`src/rtl/cordic_engine_pp.sv`:
```
// Pipelined CORDIC engine: quadrant fold, STAGES micro-rotations, saturation.
// Define CORDIC_GAIN_COMP_EN to add a K-scaling stage after saturation.
module cordic_engine_pp #(
    parameter int SYM_WIDTH = 1,
    parameter int INT_WIDTH = 2,
    parameter int DEC_WIDTH = 14,
    parameter int STAGES    = 12,
    localparam int W = SYM_WIDTH + INT_WIDTH + DEC_WIDTH
) (
    input  logic                clk,
    input  logic                rstn,
    input  logic                in_valid,
    output logic                in_ready,
    input  logic                in_mode,
    input  logic signed [W-1:0] in_x,
    input  logic signed [W-1:0] in_y,
    input  logic signed [W-1:0] in_z,
    output logic                out_valid,
    input  logic                out_ready,
    output logic                out_mode,
    output logic signed [W-1:0] out_x,
    output logic signed [W-1:0] out_y,
    output logic signed [W-1:0] out_z
);

    // Two guard bits: a full-scale vector reaches sqrt(2)*1.6468 of range.
    localparam int XW = W + 2;

    typedef struct packed {
        logic          v;
        logic          m;
        logic [XW-1:0] x;
        logic [XW-1:0] y;
        logic [W-1:0]  z;
    } stg_t;

    function automatic longint unsigned atan_q30(input int i);
        case (i)
            0:  return 64'd843314857;
            1:  return 64'd497837829;
            2:  return 64'd263043836;
            3:  return 64'd133525158;
            4:  return 64'd67021686;
            5:  return 64'd33543515;
            6:  return 64'd16775850;
            7:  return 64'd8388437;
            8:  return 64'd4194282;
            9:  return 64'd2097149;
            10: return 64'd1048575;
            11: return 64'd524287;
            12: return 64'd262143;
            13: return 64'd131071;
            14: return 64'd65535;
            15: return 64'd32767;
            16: return 64'd16383;
            17: return 64'd8191;
            18: return 64'd4095;
            19: return 64'd2047;
            20: return 64'd1023;
            21: return 64'd511;
            22: return 64'd255;
            23: return 64'd127;
            24: return 64'd63;
            25: return 64'd31;
            26: return 64'd15;
            27: return 64'd7;
            28: return 64'd3;
            29: return 64'd1;
            default: return 64'd0;
        endcase
    endfunction

    function automatic logic [W-1:0] q_round(input longint unsigned v);
        int sh = 30 - DEC_WIDTH;
        longint unsigned r;
        if (sh == 0) r = v;
        else r = (v + (64'd1 << (sh - 1))) >> sh;
        return r[W-1:0];
    endfunction

    function automatic stg_t rot(input stg_t s, input int i);
        logic signed [XW-1:0] xs;
        logic signed [XW-1:0] ys;
        logic signed [W-1:0]  zs;
        logic signed [W-1:0]  a;
        logic                 d;
        stg_t                 r;
        xs = s.x;
        ys = s.y;
        zs = s.z;
        a  = q_round(atan_q30(i));
        d  = s.m ? ys[XW-1] : !zs[W-1];
        r  = s;
        if (d) begin
            r.x = xs - (ys >>> i);
            r.y = ys + (xs >>> i);
            r.z = zs - a;
        end else begin
            r.x = xs + (ys >>> i);
            r.y = ys - (xs >>> i);
            r.z = zs + a;
        end
        return r;
    endfunction

    function automatic logic [W-1:0] sat(input logic [XW-1:0] v);
        logic [XW-W:0] top;
        top = v[XW-1:W-1];
        if (top == '0 || top == '1) return v[W-1:0];
        return v[XW-1] ? {1'b1, {(W-1){1'b0}}} : {1'b0, {(W-1){1'b1}}};
    endfunction

    localparam logic signed [W-1:0] P2 = q_round(64'd1686629713);
    localparam logic signed [W-1:0] N2 = -P2;

    logic                 en;
    logic signed [XW-1:0] ix;
    logic signed [XW-1:0] iy;
    stg_t                 fold;
    stg_t                 pipe [STAGES+1];
    stg_t                 nxt  [STAGES];
    logic                 ov;
    logic                 om;
    logic [W-1:0]         ox;
    logic [W-1:0]         oy;
    logic [W-1:0]         oz;

    assign en       = !out_valid || out_ready;
    assign in_ready = en;

    always_comb begin
        ix     = XW'(in_x);
        iy     = XW'(in_y);
        fold.v = in_valid;
        fold.m = in_mode;
        fold.x = ix;
        fold.y = iy;
        fold.z = in_z;
        unique case (1'b1)
            !in_mode && (in_z > P2): begin
                fold.x = -iy;
                fold.y = ix;
                fold.z = in_z - P2;
            end
            !in_mode && (in_z < N2): begin
                fold.x = iy;
                fold.y = -ix;
                fold.z = in_z + P2;
            end
            in_mode && ix[XW-1] && !iy[XW-1]: begin
                fold.x = iy;
                fold.y = -ix;
                fold.z = in_z + P2;
            end
            in_mode && ix[XW-1] && iy[XW-1]: begin
                fold.x = -iy;
                fold.y = ix;
                fold.z = in_z - P2;
            end
            default: ;
        endcase
    end

    always_comb begin
        for (int i = 0; i < STAGES; i++) nxt[i] = rot(pipe[i], i);
    end

    always_ff @(posedge clk or negedge rstn) begin
        if (!rstn) begin
            for (int i = 0; i <= STAGES; i++) pipe[i] <= '0;
        end else if (en) begin
            pipe[0] <= fold;
            for (int i = 0; i < STAGES; i++) pipe[i+1] <= nxt[i];
        end
    end

    always_ff @(posedge clk or negedge rstn) begin
        if (!rstn) begin
            ov <= 1'b0;
            om <= 1'b0;
            ox <= '0;
            oy <= '0;
            oz <= '0;
        end else if (en) begin
            ov <= pipe[STAGES].v;
            om <= pipe[STAGES].m;
            ox <= sat(pipe[STAGES].x);
            oy <= sat(pipe[STAGES].y);
            oz <= pipe[STAGES].z;
        end
    end

`ifdef CORDIC_GAIN_COMP_EN
    // K ~ 2^-1 + 2^-3 - 2^-6 - 2^-9 - 2^-13, each term truncated
    function automatic logic [W-1:0] kmul(input logic signed [W-1:0] v);
        return (v >>> 1) + (v >>> 3) - (v >>> 6) - (v >>> 9) - (v >>> 13);
    endfunction

    logic         gv;
    logic         gm;
    logic [W-1:0] gx;
    logic [W-1:0] gy;
    logic [W-1:0] gz;

    always_ff @(posedge clk or negedge rstn) begin
        if (!rstn) begin
            gv <= 1'b0;
            gm <= 1'b0;
            gx <= '0;
            gy <= '0;
            gz <= '0;
        end else if (en) begin
            gv <= ov;
            gm <= om;
            gx <= kmul(ox);
            gy <= kmul(oy);
            gz <= oz;
        end
    end

    assign out_valid = gv;
    assign out_mode  = gm;
    assign out_x     = gx;
    assign out_y     = gy;
    assign out_z     = gz;
`else
    assign out_valid = ov;
    assign out_mode  = om;
    assign out_x     = ox;
    assign out_y     = oy;
    assign out_z     = oz;
`endif

endmodule

```
`config.mk`:
```
export PLATFORM = sky130hd
export DESIGN_NAME = cordic_engine_pp
export DESIGN_NICKNAME = d
export VERILOG_FILES = /design/src/rtl/cordic_engine_pp.sv
export SDC_FILE = /design/constraint.sdc
export NUM_CORES = 2
export LEC_CHECK = 0
export CAP_MARGIN = 20
export CORE_MARGIN = 4
export CORE_UTILIZATION = 60
export CTS_BUF_LIST = sky130_fd_sc_hd__clkbuf_4 sky130_fd_sc_hd__clkbuf_8
export DETAILED_ROUTE_END_ITERATION = 6
export PLACE_DENSITY = 0.77
export SLEW_MARGIN = 20
export SYNTH_ARGS = -nofsm -noshare
export SYNTH_HDL_FRONTEND = slang
export SYNTH_SLANG_ARGS = --single-unit
```
`constraint.sdc`:
```
create_clock -name clk -period 4.15 [get_ports clk]
set_input_delay 0.83 -clock clk [delete_from_list [all_inputs] [get_ports clk]]
set_output_delay 0.83 -clock clk [all_outputs]
set_load 0.1 [all_outputs]
```
==> flow_metrics.tcl <==
set metrics [dict create \
    outcome "complete, no violations" \
    die_x_um 332 \
    fp.coreArea_sq_mm 0.104 \
    worst-setup-path-type "register to register" \
    postSynthRegisterBits 793 \
    synth_edf_count 0 \
    ys_warn_count 0 \
    timing.setup.tns_ns 0 \
    rsz0062_at_grt "false" \
    yosysSeqAreaShare_pct 31.5 \
    htree_num_levels 4 \
    drt_drc_violations_left 0 \
    slew-limit-headroom_pct 31.6 \
    cts_inserted_buffers 146 \
    cts_root_buf "sky130_fd_sc_hd__clkbuf_8" \
    drt_pre_antenna_iters 6 \
    overflow 0 \
    dp_hpwl_um 121000 \
    finish.cell_count_without_fillers 9370 \
    fin_crit_ns 3.88 \
    mappedNetlistArea_sq_mm 0.0630 \
    number_of_antenna_violations_at_the_first_check_in_global_routing 1 \
    crit_start "pipe[643]" \
    achievable-frequency_mhz 258 \
    area.growth.synth_to_final_pct 10.3 \
    clock_sink_count 793 \
    totalWireLength_um 161000 \
    critPathRequiredTime_ns 4.80 \
    grt_pass1_vias 53700 \
    grt_max_degree 203 \
    final-hold-violation-count 0 \
    arrival_ns 4.53 \
    worstPathMaxFanout 23 \
    ys_types 79 \
    timing.final.max_slew_violations 0 \
    grt_pass1_wl_um 269000 \
    placement_rows 118 \
    insertion_delay_ns 0.84 \
    critical_path_source_type "register" \
    mappedNetlistNets 8480 \
    worst_min_path_start "nxt[626]" \
    count_of_boundary_i_o_pins 110 \
    fin_worst_skew_ns 0.0473 \
    cap_viol_max_count 0 \
    tightest_slew_ns 1.02 \
    drt_iter0_drc 3771 \
    min-delay-path-class "register to register" \
    num_vias 55600 \
    regToRegStartpoint "pipe[643]" \
    antenna_left 0 \
    synth-main-ff-cell "sky130_fd_sc_hd__dfrtp_1" \
    tritoncts "built" \
    initial_utilization_pct 60.6 \
    synth.avg_cell_area_sq_um 8.12 \
    final.period_utilization_pct 93.4 \
    routabilityCongestion 0.930 \
    port_buffers 109 \
    asyncSetResetFlopFracSynth_pct 100 \
    n_fill_cell 8860 \
    grt_util_overall_pct 28.7 \
    syn-instance-count 7760 \
    path_clk_slew_ns 0.06 \
    cts-root-to-sink-buffers 3 \
    avgViaCountPerCell 5.94 \
    die_area_sq_mm 0.110 \
    final_layout_size_suffix_gt1_share_pct 6.48 \
    worst_setup_path_end_kind "register" \
    die_height_um 332 \
    fin_nets 8594 \
    routedWlPerCell_um 17.2 \
    placed_cells 9104 \
    final-setup-viol-count 0 \
]
[synthesized netlist by cell type, drive strengths merged, types with 37 or more instances]
library cell,count,share of area (%)
nor2,803,4.8
a211oi,61,0.73
nor2b,59,0.59
o211ai,44,0.52
dfrtp,793,31
fa,37,1.2
nor3,186,1.5
xnor2,455,6.3
a21o,204,2.4
xor2,316,4.4
ha,627,12
or3,67,0.70
o21bai,81,0.96
o21a,61,0.73
a21oi,903,7.2
nand3,125,0.99
o21ai,556,4.4
a31oi,68,0.67
o31ai,96,1.1
nand2,1054,6.3
inv,306,1.8
clkbuf,274,1.6
and3,38,0.38
nand2b,76,0.75
[sequential cells by signal (all words and copies together) (netlist names)]
| signal | cells |
|---|---|
| pipe | 716 |
| out_valid | 1 |
| nxt | 24 |
| out_z | 17 |
| out_mode | 1 |
| out_x | 17 |
| out_y | 17 |
[per-stage QoR]
step / hold slack, ns / utilization [%] / worst slack [ns] / cell area (sq um)
final: 0.451 / 66.9 / 0.274 / 69500
after global routing: 0.482 / 66.9 / 0.00126 / 69500
after CTS: 0.443 / 66.8 / 0.0419 / 69400
after detailed placement: 0.452 / 63.7 / 0.0325 / 66200
after global placement: 0.443 / 63.7 / 0.0518 / 66200
after floorplan: 0.430 / - / 0.0215 / 63000
[cells in the final DEF, fill, tap and decap left out, drive strengths merged, types with 15 or more instances in the layout]
cell type      Yosys  final
o21ai            556    556
or2               19     19
o21bai            81     81
xnor2            455    455
xor2             316    316
nor4              25     25
a21o             204    204
o21a              61     61
nor2b             59     59
fa                37     37
mux2i             28     28
or3               67     67
nand3            125    125
ha               627    627
dfrtp            793    793
and3              38     38
and2              16     16
a31oi             68     68
a21boi            15     15
nor3             186    186
nand2           1054   1054
o211ai            44     44
nand2b            76     76
a21oi            903    903
nand3b            18     18
nand4             28     28
inv              306    315
a221oi            23     23
o31ai             96     96
clkinv             4     32
a211oi            61     61
buf               26    158
a31o              15     15
nor2             803    803
clkdlybuf4s50      0    107
a211o             16     16
clkbuf           274    212
o41ai             26     26
nor3b             24     24
[worst paths after layout]
path / to / cells after the start / slack [ns]
min in group asynchronous: out_y[8] / 2 / 0.62
max: pipe[605] / 14 / 0.27
min: nxt[569] / 2 / 0.45
min reg2reg: nxt[569] / 2 / 0.45
max reg2reg: pipe[605] / 14 / 0.27
max in group asynchronous: pipe[366] / 3 / 2.42
[logic make-up after synthesis]
family	Yosys count	share of synthesized area (%)
fa+ha+maj	664	13.6
compound gates	2301	22.0
simple gates	2580	17.9
mux	41	0.677
xor+xnor	771	10.7
buf+inv	610	3.64
flops	793	31.5
[cell type report]
class,count,area (sq um),area share [%]
repair buffers,266,2530,3.64
flip-flops and latches,793,19800,28.5
inverters,310,1170,1.68
multi-input cells,6357,41000,59.0
clock inverters,50,553,0.795
diodes,2,5.00,0.00720
clock buffers,212,2690,3.86
well taps,1380,1730,2.48
[worst max-delay path, cell delays in order, from the launching register on]
cell	delay, ns
sky130_fd_sc_hd__dfrtp_1	0.44
sky130_fd_sc_hd__nor2_1	0.11
sky130_fd_sc_hd__a21oi_2	0.19
sky130_fd_sc_hd__buf_6	0.23
sky130_fd_sc_hd__o21ai_0	0.19
sky130_fd_sc_hd__fa_1	0.46
sky130_fd_sc_hd__a21o_1	0.19
sky130_fd_sc_hd__a21oi_1	0.21
sky130_fd_sc_hd__o21ai_0	0.14
sky130_fd_sc_hd__a2111o_1	0.48
sky130_fd_sc_hd__a41oi_2	0.30
sky130_fd_sc_hd__o211ai_1	0.16
sky130_fd_sc_hd__a21oi_1	0.23
sky130_fd_sc_hd__xnor2_1	0.23
sky130_fd_sc_hd__o21ai_0	0.14
[metal layers]
metal	global-route usage, %	share of wire [%]	wire, um
met1	38.3	45	72200
met5	0	0	0
met2	49.8	49	79500
met4	7.39	2.2	3480
met3	3.10	3.9	6230
[timing repair]
action / CTS / global route
hold endpoints to repair: 11 / 0
setup buffers: 0 / 1
setup endpoints to repair: 0 / 21
gates resized for setup: 0 / 22
hold buffers: 1 / 0
Power is not shown: default switching activity piles up to over one toggle a cycle in this logic, so the estimate is an artifact.
